File: src/rtl/multi_cycle_ctrl_pkg.sv
// ---------------------------------------------------------------------------
// multi_cycle_ctrl_pkg
//   Shared definitions for the multi-cycle MIPS control FSM:
//   - 4-bit state encodings (S_*)
//   - instruction opcodes (OP_*)
//   - ALU operation codes (ALUOP_*)
//   - ALU B-input select and PC-source select encodings (ALUSRCB_*, PCSRC_*)
//   - ctrl_t, the bundle of every datapath control signal
//   No ports (package).
// ---------------------------------------------------------------------------
package multi_cycle_ctrl_pkg;

  // FSM state encodings
  localparam logic [3:0] S_FETCH  = 4'd0;
  localparam logic [3:0] S_DECODE = 4'd1;
  localparam logic [3:0] S_MEMADR = 4'd2;
  localparam logic [3:0] S_MEMRD  = 4'd3;
  localparam logic [3:0] S_MEMWB  = 4'd4;
  localparam logic [3:0] S_MEMWR  = 4'd5;
  localparam logic [3:0] S_EXEC   = 4'd6;
  localparam logic [3:0] S_ALUWB  = 4'd7;
  localparam logic [3:0] S_BRANCH = 4'd8;
  localparam logic [3:0] S_ADDIEX = 4'd9;
  localparam logic [3:0] S_ADDIWB = 4'd10;
  localparam logic [3:0] S_JUMP   = 4'd11;
  localparam logic [3:0] S_HALT   = 4'd15;

  // Opcodes (IR[31:26])
  localparam logic [5:0] OP_RTYPE = 6'b000000;
  localparam logic [5:0] OP_LW    = 6'b100011;
  localparam logic [5:0] OP_SW    = 6'b101011;
  localparam logic [5:0] OP_BEQ   = 6'b000100;
  localparam logic [5:0] OP_ADDI  = 6'b001000;
  localparam logic [5:0] OP_J     = 6'b000010;

  // ALU operation requested from alu_control
  localparam logic [2:0] ALUOP_ADD   = 3'b000;
  localparam logic [2:0] ALUOP_SUB   = 3'b001;
  localparam logic [2:0] ALUOP_FUNCT = 3'b010;

  // ALU B-input select
  localparam logic [1:0] ALUSRCB_B       = 2'b00;
  localparam logic [1:0] ALUSRCB_FOUR    = 2'b01;
  localparam logic [1:0] ALUSRCB_IMM     = 2'b10;
  localparam logic [1:0] ALUSRCB_IMM_SH2 = 2'b11;

  // PC source select
  localparam logic [1:0] PCSRC_ALU    = 2'b00;
  localparam logic [1:0] PCSRC_ALUOUT = 2'b01;
  localparam logic [1:0] PCSRC_JUMP   = 2'b10;

  // Every control signal the FSM drives into the datapath
  typedef struct packed {
    logic       pc_write;
    logic       pc_write_cond;
    logic       i_or_d;
    logic       mem_read;
    logic       mem_write;
    logic       ir_write;
    logic       mem_to_reg;
    logic       reg_dst;
    logic       reg_write;
    logic       alu_src_a;
    logic [1:0] alu_src_b;
    logic [2:0] alu_op;
    logic [1:0] pc_source;
    logic       illegal;
  } ctrl_t;

endpackage

File: src/rtl/mc_next_state.sv
// ---------------------------------------------------------------------------
// mc_next_state
//   Purely combinational next-state logic for multi_cycle_ctrl.
//   Ports:
//     state       in  4  current FSM state
//     opcode      in  6  live IR opcode, consulted only in DECODE
//     opcode_lat  in  6  opcode captured in DECODE, used by MEMADR (lw vs sw)
//     mem_ready   in  1  memory completed this cycle (FETCH/MEMRD/MEMWR only)
//     next_state  out 4  state for the next clock
// ---------------------------------------------------------------------------
module mc_next_state
  import multi_cycle_ctrl_pkg::*;
(
  input  logic [3:0] state,
  input  logic [5:0] opcode,
  input  logic [5:0] opcode_lat,
  input  logic       mem_ready,
  output logic [3:0] next_state
);

  always_comb begin
    next_state = S_HALT;
    case (state)
      S_FETCH:  next_state = mem_ready ? S_DECODE : S_FETCH;
      S_DECODE: begin
        case (opcode)
          OP_RTYPE: next_state = S_EXEC;
          OP_LW:    next_state = S_MEMADR;
          OP_SW:    next_state = S_MEMADR;
          OP_BEQ:   next_state = S_BRANCH;
          OP_ADDI:  next_state = S_ADDIEX;
          OP_J:     next_state = S_JUMP;
          default:  next_state = S_HALT;
        endcase
      end
      // Only lw and sw reach MEMADR, so "not sw" means lw.
      S_MEMADR: next_state = (opcode_lat == OP_SW) ? S_MEMWR : S_MEMRD;
      S_MEMRD:  next_state = mem_ready ? S_MEMWB : S_MEMRD;
      S_MEMWB:  next_state = S_FETCH;
      S_MEMWR:  next_state = mem_ready ? S_FETCH : S_MEMWR;
      S_EXEC:   next_state = S_ALUWB;
      S_ALUWB:  next_state = S_FETCH;
      S_BRANCH: next_state = S_FETCH;
      S_ADDIEX: next_state = S_ADDIWB;
      S_ADDIWB: next_state = S_FETCH;
      S_JUMP:   next_state = S_FETCH;
      S_HALT:   next_state = S_HALT;
      // Unused encodings can only come from an upset; park in HALT so it is visible.
      default:  next_state = S_HALT;
    endcase
  end

endmodule

File: src/rtl/multi_cycle_ctrl.sv
// ---------------------------------------------------------------------------
// multi_cycle_ctrl
//   Moore control FSM for the multi-cycle MIPS datapath (fetch, decode,
//   execute, memory, writeback). Supports R-type, lw, sw, beq, addi, j;
//   any other opcode halts the core until rst.
//   Optional feature macro: MC_PERF_EN adds instr_cnt / stall_cnt counters.
//   Ports:
//     clk, rst (sync, active high)
//     opcode[5:0]   IR[31:26], sampled in DECODE
//     mem_ready     memory finished the current access this cycle
//     pc_write, pc_write_cond, i_or_d, mem_read, mem_write, ir_write,
//     mem_to_reg, reg_dst, reg_write, alu_src_a, alu_src_b[1:0],
//     alu_op[ALUOP_W-1:0], pc_source[1:0]   datapath controls
//     state_o[3:0]  current state (debug), illegal  high in HALT
//     instr_cnt, stall_cnt [COUNT_W-1:0]    only with MC_PERF_EN
// ---------------------------------------------------------------------------
module multi_cycle_ctrl
  import multi_cycle_ctrl_pkg::*;
#(
  parameter int COUNT_W = 32,
  parameter int ALUOP_W = 3
) (
  input  logic               clk,
  input  logic               rst,
  input  logic [5:0]         opcode,
  input  logic               mem_ready,
  output logic               pc_write,
  output logic               pc_write_cond,
  output logic               i_or_d,
  output logic               mem_read,
  output logic               mem_write,
  output logic               ir_write,
  output logic               mem_to_reg,
  output logic               reg_dst,
  output logic               reg_write,
  output logic               alu_src_a,
  output logic [1:0]         alu_src_b,
  output logic [ALUOP_W-1:0] alu_op,
  output logic [1:0]         pc_source,
  output logic [3:0]         state_o,
  output logic               illegal
`ifdef MC_PERF_EN
  ,
  output logic [COUNT_W-1:0] instr_cnt,
  output logic [COUNT_W-1:0] stall_cnt
`endif
);

  logic [3:0] state_q, state_d;
  logic [5:0] opcode_q, opcode_d;
  ctrl_t      ctrl;

  // Capture the opcode in DECODE so later states do not depend on the IR.
  assign opcode_d = (state_q == S_DECODE) ? opcode : opcode_q;

  mc_next_state u_next_state (
    .state      (state_q),
    .opcode     (opcode),
    .opcode_lat (opcode_q),
    .mem_ready  (mem_ready),
    .next_state (state_d)
  );

  always_ff @(posedge clk) begin
    if (rst) begin
      state_q  <= S_FETCH;
      opcode_q <= 6'd0;
    end else begin
      state_q  <= state_d;
      opcode_q <= opcode_d;
    end
  end

  // Output decode from the current state. The only mem_ready dependence is
  // the FETCH writes: PC and IR load only on the cycle the read completes.
  always_comb begin
    ctrl = '0;
    case (state_q)
      S_FETCH: begin
        ctrl.mem_read  = 1'b1;
        ctrl.alu_src_b = ALUSRCB_FOUR;
        ctrl.alu_op    = ALUOP_ADD;
        ctrl.pc_source = PCSRC_ALU;
        ctrl.pc_write  = mem_ready;
        ctrl.ir_write  = mem_ready;
      end
      S_DECODE: begin
        // Precompute the branch target into ALUOut.
        ctrl.alu_src_b = ALUSRCB_IMM_SH2;
        ctrl.alu_op    = ALUOP_ADD;
      end
      S_MEMADR: begin
        ctrl.alu_src_a = 1'b1;
        ctrl.alu_src_b = ALUSRCB_IMM;
        ctrl.alu_op    = ALUOP_ADD;
      end
      S_MEMRD: begin
        ctrl.mem_read = 1'b1;
        ctrl.i_or_d   = 1'b1;
      end
      S_MEMWB: begin
        ctrl.reg_write  = 1'b1;
        ctrl.mem_to_reg = 1'b1;
      end
      S_MEMWR: begin
        ctrl.mem_write = 1'b1;
        ctrl.i_or_d    = 1'b1;
      end
      S_EXEC: begin
        ctrl.alu_src_a = 1'b1;
        ctrl.alu_src_b = ALUSRCB_B;
        ctrl.alu_op    = ALUOP_FUNCT;
      end
      S_ALUWB: begin
        ctrl.reg_write = 1'b1;
        ctrl.reg_dst   = 1'b1;
      end
      S_BRANCH: begin
        ctrl.alu_src_a     = 1'b1;
        ctrl.alu_src_b     = ALUSRCB_B;
        ctrl.alu_op        = ALUOP_SUB;
        ctrl.pc_write_cond = 1'b1;
        ctrl.pc_source     = PCSRC_ALUOUT;
      end
      S_ADDIEX: begin
        ctrl.alu_src_a = 1'b1;
        ctrl.alu_src_b = ALUSRCB_IMM;
        ctrl.alu_op    = ALUOP_ADD;
      end
      S_ADDIWB: begin
        ctrl.reg_write = 1'b1;
      end
      S_JUMP: begin
        ctrl.pc_write  = 1'b1;
        ctrl.pc_source = PCSRC_JUMP;
      end
      S_HALT: begin
        ctrl.illegal = 1'b1;
      end
      default: ctrl = '0;
    endcase
  end

  assign pc_write      = ctrl.pc_write;
  assign pc_write_cond = ctrl.pc_write_cond;
  assign i_or_d        = ctrl.i_or_d;
  assign mem_read      = ctrl.mem_read;
  assign mem_write     = ctrl.mem_write;
  assign ir_write      = ctrl.ir_write;
  assign mem_to_reg    = ctrl.mem_to_reg;
  assign reg_dst       = ctrl.reg_dst;
  assign reg_write     = ctrl.reg_write;
  assign alu_src_a     = ctrl.alu_src_a;
  assign alu_src_b     = ctrl.alu_src_b;
  assign alu_op        = ALUOP_W'(ctrl.alu_op);
  assign pc_source     = ctrl.pc_source;
  assign illegal       = ctrl.illegal;
  assign state_o       = state_q;

`ifdef MC_PERF_EN
  logic [COUNT_W-1:0] instr_cnt_q, instr_cnt_d;
  logic [COUNT_W-1:0] stall_cnt_q, stall_cnt_d;
  logic               wait_state;

  // States in which the FSM is waiting on memory.
  assign wait_state = (state_q == S_FETCH) || (state_q == S_MEMRD) ||
                      (state_q == S_MEMWR);

  always_comb begin
    instr_cnt_d = instr_cnt_q;
    stall_cnt_d = stall_cnt_q;
    if ((state_q == S_FETCH) && mem_ready) begin
      instr_cnt_d = instr_cnt_q + COUNT_W'(1);
    end
    if (wait_state && !mem_ready) begin
      stall_cnt_d = stall_cnt_q + COUNT_W'(1);
    end
  end

  always_ff @(posedge clk) begin
    if (rst) begin
      instr_cnt_q <= '0;
      stall_cnt_q <= '0;
    end else begin
      instr_cnt_q <= instr_cnt_d;
      stall_cnt_q <= stall_cnt_d;
    end
  end

  assign instr_cnt = instr_cnt_q;
  assign stall_cnt = stall_cnt_q;
`endif

endmodule

File: config.mk
export PLATFORM = sky130hd
export DESIGN_NAME = multi_cycle_ctrl
export DESIGN_NICKNAME = d
export VERILOG_FILES = /design/src/rtl/multi_cycle_ctrl_pkg.sv /design/src/rtl/mc_next_state.sv /design/src/rtl/multi_cycle_ctrl.sv
export SDC_FILE = /design/constraint.sdc
export NUM_CORES = 1
export LEC_CHECK = 0
export ABC_AREA = 1
export CAP_MARGIN = 20
export CORE_MARGIN = 8
export CORE_UTILIZATION = 23
export DETAILED_ROUTE_END_ITERATION = 16
export GPL_TIMING_DRIVEN = 0
export PLACE_DENSITY = 0.58
export SLEW_MARGIN = 20
export SYNTH_ARGS = -nofsm -noshare
export SYNTH_HDL_FRONTEND = slang
export SYNTH_SLANG_ARGS = --single-unit
File: constraint.sdc
create_clock -name clk -period 1.6 [get_ports clk]
set_input_delay 0.32 -clock clk [delete_from_list [all_inputs] [get_ports clk]]
set_output_delay 0.32 -clock clk [all_outputs]
set_load 0.05 [all_outputs]
Yosys cells after proc, flatten, opt, wreduce, memory -nomap -nowiden
Index checks and enable logic that the tools add are counted.
{ "classes": {"n_mux": 19, "n_eq_ne": 18, "reduce_logical": 9} }
{ "ops": {"columns": ["cell", "count"], "rows": [
  ["$pmux W4 S8", 1],
  ["$pmux W5 S5", 1],
  ["$eq A4 B4 Y1 const B", 5],
  ["$pmux W4 S5", 1],
  ["$eq A6 B6 Y1 const B", 3],
  ["$eq A4 B3 Y1 const B", 4],
  ["$mux W1", 11],
  ["$mux W3", 3],
  ["$eq A4 B2 Y1 const B", 2],
  ["$reduce_or A2 Y1", 4],
  ["$eq A6 B2 Y1 const B", 1],
  ["$eq A6 B3 Y1 const B", 1],
  ["$eq A6 B4 Y1 const B", 1],
  ["$logic_not A6 Y1", 1],
  ["$reduce_or A5 Y1", 1],
  ["$eq A4 B1 Y1 const B", 1],
  ["$logic_not A4 Y1", 1],
  ["$pmux W2 S2", 1],
  ["$reduce_or A4 Y1", 1],
  ["$reduce_or A3 Y1", 1],
  ["$pmux W1 S2", 1]
]} }
{ "totals": {"reg_bits": 10, "out_inout_bits": 22, "wordCells": 48, "input_bits": 9} }

Depth between registers and ports, before layout
Gate-level depths: netlist of run 1.
{ "depth": {"ltp_word": 4, "ltp_mapped": 9, "mapped_depth_nobuf": 9} }

Hierarchy
A second synthesis of run 1 with hierarchy kept.
{ "hier_totals": {"cells_unflattened": 156, "area_unflattened_um2": 879.6} }
{ "modules_own_cells": {"columns": ["module", "cells_each", "area_per_inst_um2", "seq_area_each_um2", "instances"], "rows": [
  ["multi_cycle_ctrl", 88, 555.5, 200.2, 1],
  ["mc_next_state", 68, 324.1, 0.0, 1]
]} }

Worst setup path after synthesis of run 1
No wires, ideal clock.
{ "synth_timing": {"path_type": "flip-flop to output port", "startpoint": "register state_q[2], in the netlist state_o[2]", "endpoint": "output port reg_write", "required_ns": 1.280, "path_stages_with_launch": 7, "n_path_buf": 0, "slack_ns": -1.074, "arrival_ns": 2.354, "path_cell_list": "dfxtp_1 > inv_2 > nor2_1 > inv_1 > nor2_1 > a21oi_1 > o21ai_0"} }
{ "synth_via": {"elab_chain_cells": 3, "elab_cells_between_ends": 5, "cone_classes": "3 x eq/ne; 1 x mux; 1 x reduce/logical"} }
{ "synth_rtl": {"columns": ["item", "line_no", "rtl"], "rows": [
  ["start, declared", "multi_cycle_ctrl.sv:49", "logic [3:0] state_q, state_d;"],
  ["start signal, assigned", "multi_cycle_ctrl.sv:69", "state_q <= state_d;"],
  ["$eq A4 B3 Y1 or $eq A4 B4 Y1 (tied branches)", "multi_cycle_ctrl.sv:78", "case (state_q)"],
  ["$reduce_or A3 Y1 (no source line) *", null, null],
  ["$mux W1 *", "multi_cycle_ctrl.sv:78", null],
  ["end, declared", "multi_cycle_ctrl.sv:35", "output logic reg_write,"]
]} }
Mark *: on every way between the ends. The rest lies on a longest branch, timed or not.

Worst setup path in the final report of run 1
{ "layout_timing": {"startpoint": "register state_q[1], in the netlist state_o[1]", "endpoint": "output port alu_src_a"} }
{ "layout_via": {"elab_chain_cells": 3, "elab_cells_between_ends": 6, "cone_classes": "4 x eq/ne; 1 x mux; 1 x reduce/logical"} }
{ "layout_rtl": {"columns": ["item", "line_no", "rtl"], "rows": [
  ["$eq A4 B2 Y1 (tied with other cells)", "multi_cycle_ctrl.sv:78", null],
  ["$reduce_or A4 Y1 (no source line) *", null, null],
  ["$mux W1 *", "multi_cycle_ctrl.sv:78", null],
  ["end, declared", "multi_cycle_ctrl.sv:36", "output logic alu_src_a,"]
]} }
Marks and branches as above.

==> results of run 1 <==
==> stage by stage <==
stage	hold WS, ns	setup TNS, ns	cell area [um^2]
after floorplan	0.439	-0.0400	851
after global placement	0.451	-6.63	1190
after detailed placement	0.457	-6.74	1190
after CTS	0.454	-0.307	1220
after global routing	0.495	-1.36	1350
final	0.449	-0.511	1350
==> critical path, stage by stage (launching register included) <==
cell     delay, ns
dfxtp_4       0.37
inv_6         0.08
nor2_4        0.05
nand3_4       0.08
inv_2         0.04
or3_4         0.38
buf_8         0.16
==> worst min-delay path by stage <==
stage           startpoint           to  slack (ns)  depth (start not counted)
4_1_cts                rst   state_o[1]        0.45                          2
6_report               rst   state_o[1]        0.45                          2
2_1_floorplan  opcode_q[4]  opcode_q[4]        0.44                          2
5_1_grt                rst   state_o[3]        0.50                          2
3_5_place_dp   opcode_q[5]  opcode_q[5]        0.46                          2
3_3_place_gp   opcode_q[5]  opcode_q[5]        0.45                          2
==> timing repair <==
item,in CTS,in global routing
gates resized for setup,120,27
hold endpoints to repair,0,0
pin swaps,1,4
endpoints found under the setup margin,21,14
setup buffers,1,8
==> logic make-up (layout without fill, tap and decap cells) <==
logic type / after synthesis / in the layout / share of synthesized area, %
and+or+nand+nor: 70 / 70 / 42.7
buffers and inverters: 27 / 68 / 15.2
DFF: 10 / 10 / 27.0
AOI/OAI and AO/OA: 20 / 20 / 14.5
other: 1 / 1 / 0.506
==> cell usage in the layout, fill, tap and decap left out, types with 3 or more instances in the layout <==
master,instances
a211oi_1,3
nand2_2,3
inv_1,14
clkdlybuf4s50_1,7
o21ai_2,4
dfxtp_1,6
buf_6,6
dfxtp_4,4
inv_4,4
buf_4,16
clkbuf_4,5
nand3_1,5
nor2_4,7
inv_6,3
nor2_2,4
a21oi_1,6
nand2_1,22
o21ai_0,4
nor2_1,20
buf_8,4
==> where the power goes <==
| group | switching [W] | total (W) | internal, W |
|---|---|---|---|
| Clock | 0.0000883 | 0.000226 | 0.000138 |
| Sequential | 0.000110 | 0.000472 | 0.000362 |
| Combinational | 0.00151 | 0.00232 | 0.000812 |
==> final cells by class <==
| type | instances | area [um^2] | share of cell area [%] |
|---|---|---|---|
| plain buffers | 4 | 26.3 | 1.94 |
| clock buffers | 4 | 36.3 | 2.68 |
| inverters | 23 | 111 | 8.23 |
| multi-input cells | 91 | 566 | 41.8 |
| flip-flops and latches | 10 | 215 | 15.9 |
| well taps | 44 | 55.1 | 4.07 |
| repair buffers | 37 | 343 | 25.3 |
==> layer usage <==
layer / GRT usage [%] / routed length [um] / vias to the layer above / share of wire, %
met3: 3.16 / 230 / 4 / 10
met2: 14.1 / 1030 / 32 / 45
met1: 9.58 / 987 / 399 / 44
li1: - / - / 482 / -
met4: 3.33 / 18 / 0 / 0.80
met5: 0 / 0 / - / 0
==> sequential cells by signal, indices dropped and copies added, names as in the netlist <==
register / count
state_o: 4
opcode_q: 6
==> results.py, run 1 <==
metrics = {
    "global_routing": {
        "grt_overflow_total": 0,
        "grt_pass1_wl_um": 3730,
        "grt_pass1_vias": 852,
        "grt_max_degree": 11,
        "antenna_found_initial": 0,
        "gr-usage-all-layers_pct": 8.51,
    },
    "critical_path": {
        "critPathMaxFanout": 3,
        "crit_path_end": "alu_src_a",
        "timing.rr.start": "state_o[1]",
        "r2r_end": "state_o[1]",
        "end_kind": "output pin",
        "required_ns": 1.28,
        "worstPathArrival_ns": 1.43,
        "regToRegSetupSlack_ns": 0.19,
        "worstRegToRegCells": 9,
        "path_class": "flip-flop to output pin",
        "startpoint_type": "flip-flop",
        "critPathLaunch": "state_o[1]",
    },
    "sta": {
        "rsz0062_at_grt": "true",
        "fin_crit_sh_pct": 109,
        "slew_violations": 0,
        "worst_slack_ns": -0.148,
        "worst_slew_pin_slew_ns": 0.511,
        "maxSlewHeadroom_pct": 66.1,
        "fmax_mhz": 572,
        "fin_skew_ns": 0.000362,
        "fin_crit_ns": 1.75,
        "setup_viol": 9,
        "final-hold-violation-count": 0,
    },
    "synthesis": {
        "syn-cell-area_um2": 741,
        "synth.area.top_cells": "dfxtp_1 (27%), nor2_1 (15%), nand2_1 (13%)",
        "synth.yosys.seq_area_share_pct": 27.0,
        "yosysMostFrequentCell": "nor2_1",
        "async_flop_share_pct": 0,
        "synth_fp_nets": 137,
        "synth_commonest_cells": "nor2_1 (30), nand2_1 (26), inv_1 (20), dfxtp_1 (10), o21ai_0 (9)",
        "synth_top_area_share_pct": 27.0,
        "ys_seq_elements": 10,
        "syn_avg_cell_area_um2": 5.79,
        "synth.distinct_cells": 19,
        "synth_cells": 128,
        "synth-main-ff-cell": "dfxtp_1",
        "synth_area_leader_cell": "dfxtp_1",
        "synth_edf_count": 0,
        "yosysWarnings": 0,
    },
    "clock_tree": {
        "cts_num_sinks": 10,
        "insertion_delay_ns": 0.26,
        "cts_root_buffer": "clkbuf_4",
        "clock_path_buffers": 2,
        "numCtsBuffers": 3,
        "postCtsHoldBufs": 0,
        "clk_pin_slew_ns": 0.07,
        "htreeDepth": 1,
        "cts_tree": "built",
    },
    "final_layout": {
        "antenna_cells": 0,
        "fin_nets": 179,
        "drive_gt1_share_pct": 44.4,
        "final_cells": 213,
        "area_growth_pct": 82.6,
        "utilization_pct": 44.3,
        "fillers": 330,
    },
    "place": {
        "place_ws_ns": -0.664,
        "portBuffers": 28,
        "placed_cells": 200,
        "gp_congestion": 0.819,
        "hpwl_um": 1850,
    },
    "detailed_routing": {
        "drt_iter0_markers": 45,
        "dr.pass1.iters": 3,
        "vias": 917,
        "routed_wl_um": 2260,
        "drc": 0,
        "drtAntennaViolNets": 0,
        "viasPerCell": 4.31,
        "wl_per_cell_um": 10.6,
    },
    "floorplanning": {
        "start_util_pct": 24.3,
        "core_area_um2": 3050,
        "core.rowCount": 20,
        "die_w_um": 72.8,
        "die_y_um": 72.8,
        "boundaryPins": 31,
        "fp.dieArea_um2": 5290,
    },
    "pwr": {
        "report.power.total_w": 0.00302,
        "total_leakage_power_nw": 0.636,
        "power.density_nw_per_um2": 2230,
        "vdd_drop_max_v": 0.000786,
    },
    "run": {
        "drv_cap": 0,
    },
    "hold_path": {
        "hp-class": "input port to flip-flop",
    },
    "outcome": {
        "failed_checks": "setup timing",
        "status": "finished, violations left",
    },
}
(Power assumes the default switching activity.)
==> inputs of run 2 (changes only) <==
--- a/config.mk
+++ b/config.mk
@@ -8,10 +8,10 @@
 export ABC_AREA = 1
 export CAP_MARGIN = 20
 export CORE_MARGIN = 8
-export CORE_UTILIZATION = 23
+export CORE_UTILIZATION = 32
 export DETAILED_ROUTE_END_ITERATION = 16
 export GPL_TIMING_DRIVEN = 0
-export PLACE_DENSITY = 0.58
+export PLACE_DENSITY = 0.73
 export SLEW_MARGIN = 20
 export SYNTH_ARGS = -nofsm -noshare
 export SYNTH_HDL_FRONTEND = slang
==> run 2 against run 1 <==
  * The run still ends with setup timing left
  * Non-clock buffer count fell by 2
  * Largest cell class unchanged
  * Sequential cell count did not move
  * Largest power group unchanged
  * Clock skew rose by 0.0011 ns
  * Final cell count fell by 8.5%
  * Die area fell by 22%
  * Clock power barely moved
  * Worst hold slack got worse by 0.034 ns
  * Total power fell by 1.1%
  * Routed wire length fell by 1.5%
  * Fmax rose by 0.73%
  * Highest routed layer is now met3
  * Global-route usage rose by 1.9 points
  * Worst setup slack improved by 0.013 ns
==> results.py, run 2 (synthesis gave the netlist of run 1 again) <==
metrics = {
    "outcome": {
        "status": "finished, violations left",
        "failed_checks": "setup timing",
    },
    "hold_path": {
        "min-delay-start": "rst",
        "hp-class": "input port to flip-flop",
    },
    "final_layout": {
        "largest_reg_flops": 6,
        "utilization_pct": 60.4,
        "layout_commonest_cell": "nand2_1",
        "largest_register": "opcode_q",
        "area_growth_pct": 78.5,
        "antenna_cells": 0,
        "final_cell_mix": "nand2_1 (21), nor2_1 (20), inv_1 (13)",
        "fillers": 199,
        "fin_nets": 177,
        "drive_gt1_share_pct": 44.9,
    },
    "sta": {
        "final-hold-violation-count": 0,
        "setup_viol": 10,
        "fin_crit_sh_pct": 108,
        "slew_violations": 0,
        "fin_setup_tns_ns": -0.667,
        "fin_crit_ns": 1.74,
        "rsz0062_at_grt": "true",
        "worst_slack_ns": -0.136,
        "fin_skew_ns": 0.00147,
        "fmax_mhz": 576,
    },
    "detailed_routing": {
        "drtAntennaViolNets": 0,
        "dr.pass1.iters": 4,
        "drt_iter0_markers": 17,
        "wl_per_cell_um": 11.4,
        "vias": 914,
        "drc": 0,
        "routed_wl_um": 2230,
        "viasPerCell": 4.69,
    },
    "floorplanning": {
        "core.rowCount": 17,
        "core_area_um2": 2190,
        "fp.dieArea_um2": 4110,
        "start_util_pct": 33.8,
        "boundaryPins": 31,
        "die_w_um": 64.1,
        "die_y_um": 64.1,
    },
    "critical_path": {
        "path_buf_inv": 2,
        "startpoint_type": "flip-flop",
        "critPathLaunch": "state_o[2]",
        "required_ns": 1.28,
        "timing.rr.start": "state_o[0]",
        "cp_top_family": "simple AND/OR/NAND/NOR gates",
        "max_stage_delay_ns": 0.38,
        "path_class": "flip-flop to output pin",
        "end_kind": "output pin",
        "worstPathArrival_ns": 1.42,
        "crit_slowest_cell": "dfxtp_4",
        "critPathMaxFanout": 6,
        "crit_chain": "inv_6, nor2_4, nand2_2, o21ai_2, or3_4, buf_8",
    },
    "global_routing": {
        "gr-usage-all-layers_pct": 10.4,
        "grt_pass1_wl_um": 3590,
        "grt_overflow_total": 0,
        "grt_pass1_vias": 837,
        "grt_max_degree": 11,
        "antenna_found_initial": 0,
    },
    "place": {
        "hpwl_um": 1830,
        "gp_congestion": 0.809,
        "portBuffers": 28,
    },
    "clock_tree": {
        "cts_num_sinks": 10,
        "cts_tree": "built",
        "htreeDepth": 1,
        "numCtsBuffers": 3,
        "clock_path_buffers": 2,
        "clk_pin_slew_ns": 0.07,
        "cts_root_buffer": "clkbuf_4",
        "insertion_delay_ns": 0.26,
    },
    "pwr": {
        "total_leakage_power_nw": 0.627,
        "power.density_nw_per_um2": 2260,
        "vdd_drop_max_v": 0.00143,
    },
    "run": {
        "drv_cap": 0,
    },
}
==> run 2: final timing paths <==
path                                     to  slack (ns)  depth (start not counted)
worst min-delay path             state_o[1]        0.41                          2
worst max-delay path              alu_src_a       -0.14                          6
worst min register to register  opcode_q[5]        0.46                          2
worst max register to register   state_o[2]        0.17                          9
==> run 2: timing repair <==
item / CTS / global route
setup buffers: 0 / 7
setup endpoints to repair: 21 / 16
gates resized for setup: 117 / 35
hold buffers: 0 / 0
pin swaps: 0 / 3
==> run 2: through the flow <==
| step | hold WS (ns) | power [W] | cell area, um^2 | worst slack, ns | cells |
|---|---|---|---|---|---|
| 2_1_floorplan | 0.439 | 0.00195 | 851 | -0.0257 | 128 |
| 3_3_place_gp | 0.450 | 0.00246 | 1170 | -0.652 | 184 |
| 3_5_place_dp | 0.452 | 0.00249 | 1170 | -0.655 | 184 |
| 4_1_cts | 0.418 | 0.00274 | 1190 | -0.176 | 188 |
| 5_1_grt | 0.457 | 0.00317 | 1320 | -0.197 | 195 |
| 6_report | 0.414 | 0.00299 | 1320 | -0.136 | 195 |
==> run 2: cell type report <==
class                           instances  area, um^2  share of cell area (%)
Inverter                               23         111                    8.42
Multi-Input combinational cell         91         563                    42.6
Sequential cell                        10         215                    16.3
Tap cell                               28        35.0                    2.65
Timing Repair Buffer                   35         335                    25.4
Buffer                                  4        26.3                    1.99
Clock buffer                            4        36.3                    2.74
==> run 2: per-layer routing <==
layer	track usage, %	up-vias	part of all wire, %
met3	3.66	0	6.1
met2	19.3	30	52
li1	-	480	-
met1	10.6	404	42
met4	3.27	0	0
met5	0	-	0
==> run 2: power by group <==
part / switching [W] / internal (W) / total, W
sequential: 0.000110 / 0.000362 / 0.000472
combinational: 0.00149 / 0.000795 / 0.00229
clock: 0.0000889 / 0.000138 / 0.000227
total: 0.00169 / 0.00130 / 0.00299
==> run 2: worst reg2reg max path, stage by stage (launching register included) <==
cell     delay [ns]
dfxtp_4        0.39
inv_4          0.06
nor2_4         0.14
inv_4          0.06
buf_4          0.15
nor2_8         0.10
inv_2          0.07
nor3_2         0.22
inv_1          0.06
a21oi_1        0.12
==> patch 1: new RTL, settings of run 1 <==
The option `MC_PERF_EN` is turned on by a define.
--- a/src/rtl/multi_cycle_ctrl.sv
+++ b/src/rtl/multi_cycle_ctrl.sv
@@ -14,6 +14,8 @@
 //     state_o[3:0]  current state (debug), illegal  high in HALT
 //     instr_cnt, stall_cnt [COUNT_W-1:0]    only with MC_PERF_EN
 // ---------------------------------------------------------------------------
+`define MC_PERF_EN
+
 module multi_cycle_ctrl
   import multi_cycle_ctrl_pkg::*;
 #(
Formal check against the unedited RTL (old outputs only; new: instr_cnt and stall_cnt): equivalent (equiv_simple and equiv_induct, registers matched by name and starting in step).
==> patch 1 against run 1 <==
- the flow still finishes with violations (setup timing)
- cell count grew to 5.4 times the old value
- setup slack got worse by 0.0046 ns
- area after synthesis rose to 6.1 times the old value
- sequential cell count grew 64
- power grew to 2.9 times the old value
- cell area increased to 5.2 times the old value
- hold slack improved by 0.036 ns
- wire length rose to 7.1 times the old value
- via count grew to 5.6 times the old value
- core utilization fell by 8.3 points
- largest power group unchanged
- global-route usage up 4.4 points
==> patch 1: results (changes against run 1) <==
* Status: finished with violations (unchanged)
* Failing checks: setup timing (unchanged)
* Share of post-route cells with drive strength above 1 at 28.70% (was 44.38%)
* Tot GR Track Use at 12.91% (was 8.509%)
* Clock tree root driver cell: clkbuf_16 (was clkbuf_4)
* Layout fillers at 2032 (was 330)
* Most frequent cell after synthesis: nand2_1 (was nor2_1)
* Worst R2R End: instr_cnt[21] (was state_o[1])
* GR met2 Demand/Resource at 20.49% (was 14.12%)
* Final clock skew at 0.008313 ns (was 0.0003618 ns)
* Initial antenna violation count at 0 (unchanged)
* Post-synth top cells: nand2_1, nor2_1, dfxtp_1, inv_1, a21oi_1 (was nor2_1, nand2_1, inv_1, dfxtp_1, o21ai_0)
* Register-to-register setup slack at -0.03 ns (was 0.19 ns)
* Routability congestion estimate from global placement at 0.8737 (was 0.8185)
* WHS at 0.4843 ns (was 0.4485 ns)
* Worst-path fanout max at 4 (was 3)
* Worst-margin pin slew at 0.6934 ns (was 0.5109 ns)
* First-pass GRT wire length at 25.05 mm (was 3.726 mm)
* Synth Area in Adders at 0.5552% (was 0%)
* Routed wl met2 at 7.497 mm (was 1.028 mm)
* Critical path endpoint: alu_src_b[0] (was alu_src_a)
* Post-CTS Setup Bufs at 18 (was 1)
* M1 wire length at 7.350 mm (was 987 um)
* Yosys warnings at 0 (unchanged)
* Largest net degree at the start of global routing at 14 (was 11)
* GRT met3 Usage at 3.463% (was 3.159%)
* Post-DP Area at 0.005889 mm^2 (was 0.001186 mm^2)
* Vias in the first global route at 4740 (was 852)
* Hold Startpoint: opcode_q[5] (was rst)
* Post-synthesis cell type count at 39 (was 19)
* Syn Inst Count at 750 (was 128)
* DP HPWL at 11.94 mm (was 1.849 mm)
* Hold EP: opcode_q[5] (was state_o[1])
* Vias/cell at 4.449 (was 4.305)
* Inserted Clock Buffers at 9 (was 3)
* Nets at 898 (was 179)
* Via count at 5148 (was 917)
* Port buffer count at 92 (was 28)
* R2r startpoint: state_o[2] (was state_o[1])
* R2R cell count at 10 (was 9)
* Setup ws final at -0.1529 ns (was -0.1483 ns)
* Synth top area cells: dfxtp_1, nand2_1, nor2_1, inv_1, a21oi_1 (was dfxtp_1, nor2_1, nand2_1, inv_1, o21ai_0)
* # setup viols final at 19 (was 9)
* Routed length on met3 at 1.045 mm (was 230 um)
* Worst slack at placement at -1.075 ns (was -0.6635 ns)
* DR WL/cell at 13.96 um (was 10.63 um)
* Detailed Route Iter0 Violations at 273 (was 45)
* Syn nets at 761 (was 137)
* Leak Pwr at 2.567 nW (was 0.6360 nW)
* Compound-Gate Fraction of Synth Area at 9.967% (was 14.53%)
* Resized cells post-CTS at 322 (was 120)
* Peak VDD IR at 1646 uV (was 786.0 uV)
* H-Tree Depth at 3 (was 1)
* Setup TNS Final at -1.073 ns (was -0.5109 ns)
* XOR/XNOR Fraction of Synth Area at 2.526% (was 0%)
* DR pass1 iterations at 4 (was 3)
* Sequential-to-total area share from yosys stat at 32.87% (was 27.03%)
* Clk Latency, worst-skew pair at 0.34 ns (was 0.26 ns)
* Min-Delay Path Class: reg2reg (was in2reg)
* Met1 Use GR at 16.52% (was 9.576%)
patch 1: cell count changes after synthesis, sizes merged, moves of 41 or more:
cell | before | now
nand2 | 27 | 238
inv | 23 | 76
dfxtp | 10 | 74
nand3 | 6 | 47
nor2 | 32 | 165
a21oi | 8 | 52
patch 1: area by class of cell:
class                   count  area [um^2]  share of cell area [%]
multi-input cells         583         3064                   43.98
well taps                 265        331.6                   4.759
flip-flops and latches     74         1549                   22.23
plain buffers              16        122.6                   1.760
inverters                  77        326.6                   4.687
clock buffers              10        229.0                   3.287
clock inverters             6        91.34                   1.311
repair buffers            126         1252                   17.98
patch 1: critical path: stages, from the launching register on:
cell     delay [ns]
dfxtp_4        0.37
nor2_4         0.19
buf_6          0.14
inv_6          0.03
buf_4          0.13
nor2_4         0.08
buf_6          0.16
patch 1: where the power goes:
part           leakage [nW]  switching [mW]  internal, mW
Clock                 0.145           0.836          1.37
Sequential            0.619           0.193          2.04
Combinational          1.80            2.65          1.80
Total                  2.57            3.68          5.21
==> patch 2: new RTL, config.mk and constraints of run 1 <==
Made on the original files. The parameter `ALUOP_W` goes from 3 to 6.
--- a/src/rtl/multi_cycle_ctrl.sv
+++ b/src/rtl/multi_cycle_ctrl.sv
@@ -18,7 +18,7 @@
   import multi_cycle_ctrl_pkg::*;
 #(
   parameter int COUNT_W = 32,
-  parameter int ALUOP_W = 3
+  parameter int ALUOP_W = 6
 ) (
   input  logic               clk,
   input  logic               rst,
Interface: changed (resized alu_op); port bits go from 31 to 34. No check against the original RTL was run, so the function may have changed too.
==> patch 2 against run 1 <==
- the flow still finishes with violations (setup timing)
- setup slack worse by 0.014 ns
- count of clock-buffer cells in the layout unchanged
- area after synthesis is 3.0% higher
- cell area grew 5.6%
- critical path depth did not move
- sequential cell count unchanged
- wire length up 1.8%
- clock skew is 0.012 ns higher
- power grew 1.2%
- combinational power grew 3%
==> patch 2: results (changes against run 1) <==
* DR WL/cell at 10.43 um (was 10.63 um)
* Antenna cells at 0 (unchanged)
* Clk Latency, worst-skew pair at 0.26 ns (about the same)
* Initial antenna violation count at 0 (unchanged)
* Detailed Route Iter0 Violations at 37 (was 45)
* Max incr delay on CP at 0.38 ns (about the same)
* Share of post-route cells with drive strength above 1 at 44.57% (was 44.38%)
* Layout fillers at 359 (was 330)
* CTS clk-pin slew, worst paths at 0.07 ns (about the same)
* DR pass1 iterations at 4 (was 3)
* Critical-path top delay cell: or3_4 (unchanged)
* DP HPWL at 1.883 mm (was 1.849 mm)
* Failing checks: setup timing (unchanged)
* Vias in the first global route at 849 (was 852)
* Synth top area cells: dfxtp_1, nor2_1, nand2_1, inv_1, o21ai_0 (unchanged)
* Post-synth top cells: nor2_1, nand2_1, inv_1, dfxtp_1, o21ai_0 (unchanged)
* Sequential-to-total area share from yosys stat at 26.23% (was 27.03%)
* Post-DRT Antenna Nets at 0 (unchanged)
* Yosys warnings at 0 (unchanged)
* Worst-path fanout max at 5 (was 3)
* Post-synthesis cell type count at 19 (unchanged)
* Async S/R FF share, synth at 0% (unchanged)
* Status: finished with violations (unchanged)
* H-Tree Depth at 1 (unchanged)
* Inserted Clock Buffers at 3 (unchanged)
* Worst slack at placement at -0.6380 ns (was -0.6635 ns)
* Routability congestion estimate from global placement at 0.7947 (was 0.8185)
* Tot GR Track Use at 8.329% (was 8.509%)
* Largest net degree at the start of global routing at 11 (unchanged)
* Leak Pwr at 0.6724 nW (was 0.6360 nW)
* CP Data Arrival Time at 1.44 ns
* Setup ws final at -0.1627 ns (was -0.1483 ns)
* Peak VDD IR at 772.1 uV (was 786.0 uV)
* Reg with most FFs: opcode_q (unchanged)
* Clock tree root driver cell: clkbuf_4 (unchanged)
* Met1 Use GR at 9.790% (was 9.576%)
* Via count at 905 (was 917)
* Nets at 185 (was 179)
* Number of flip-flops in the largest register at 6 (unchanged)
* Setup TNS Final at -0.4915 ns (was -0.5109 ns)
* EDFF count, synth at 0 (unchanged)
* Final clock skew at 0.01261 ns (was 0.0003618 ns)
* Dominant synthesized flop cell: dfxtp_1 (unchanged)
* Max Root-Sink Buffers at 2 (unchanged)
* Port buffer count at 28 (unchanged)
* First-pass GRT wire length at 3.657 mm (was 3.726 mm)
* GRT met3 Usage at 3.683% (was 3.159%)
* # setup viols final at 9 (unchanged)
* GR met2 Demand/Resource at 13.68% (was 14.12%)
* Min-Delay Path Class: in2reg (unchanged)
-- patch 2: cell types whose count changed after synthesis, sizes merged --
cell and delta:
buf +3
-- patch 2: metrics by stage --
step	std cells	area (um^2)	hold slack [ns]
after floorplan	134	884.6	0.4389
after global placement	208	1222	0.4509
after detailed placement	208	1222	0.4563
after CTS	215	1292	0.4228
after global routing	221	1428	0.4480
final	221	1428	0.4159
-- patch 2: cell families (layout without fill, tap and decap cells) --
group | Yosys count | in the layout | synth area share (%)
buf+inv | 30 | 71 | 17.70
simple gates | 70 | 70 | 41.47
compound gates | 20 | 20 | 14.10
flops | 10 | 10 | 26.23
other cells | 1 | 4 | 0.4913
-- patch 2: repair_timing --
item | 4_1_cts | 5_1_grt
hold endpoints to repair | 0 | 0
gates resized for setup | 123 | 31
pin swaps | 3 | 3
setup endpoints to repair | 21 | 17
buffers inserted | 3 | 6
-- patch 2: cell type report --
| type | instances | share of cell area, % |
|---|---|---|
| Timing Repair Buffer | 37 | 26.12 |
| Multi-Input combinational cell | 94 | 41.37 |
| Clock buffer | 4 | 1.840 |
| Inverter | 23 | 8.151 |
| Buffer | 7 | 3.418 |
| Tap cell | 46 | 4.032 |
| Sequential cell | 10 | 15.07 |
-- patch 2: path summary, 6_finish.rpt --
check	startpoint	to	slack, ns	cells after the start
worst max register to register	state_o[2]	state_o[2]	0.14	9
worst max-delay path	state_o[3]	alu_src_a	-0.16	6
worst min-delay path	rst	state_o[1]	0.42	2
worst min register to register	opcode_q[5]	opcode_q[5]	0.46	2
-- patch 2: where the power goes --
part           internal, mW  total [mW]  switching (mW)
Sequential            0.363       0.485           0.123
Combinational         0.854        2.39            1.54
Clock                0.0960       0.177          0.0808
Total                  1.31        3.06            1.74
-- patch 2: worst max-delay path: cells and delay by family, from the launching register on --
kind | cells | cell delay [ns]
buffers and inverters | 3 | 0.33
and+or+nand+nor | 3 | 0.47
DFF | 1 | 0.37
-- patch 2: per-layer routing --
layer	up-vias	part of all wire (%)
met5	-	0
met4	0	0
met3	0	7.4
met2	33	46
met1	386	47
li1	486	-
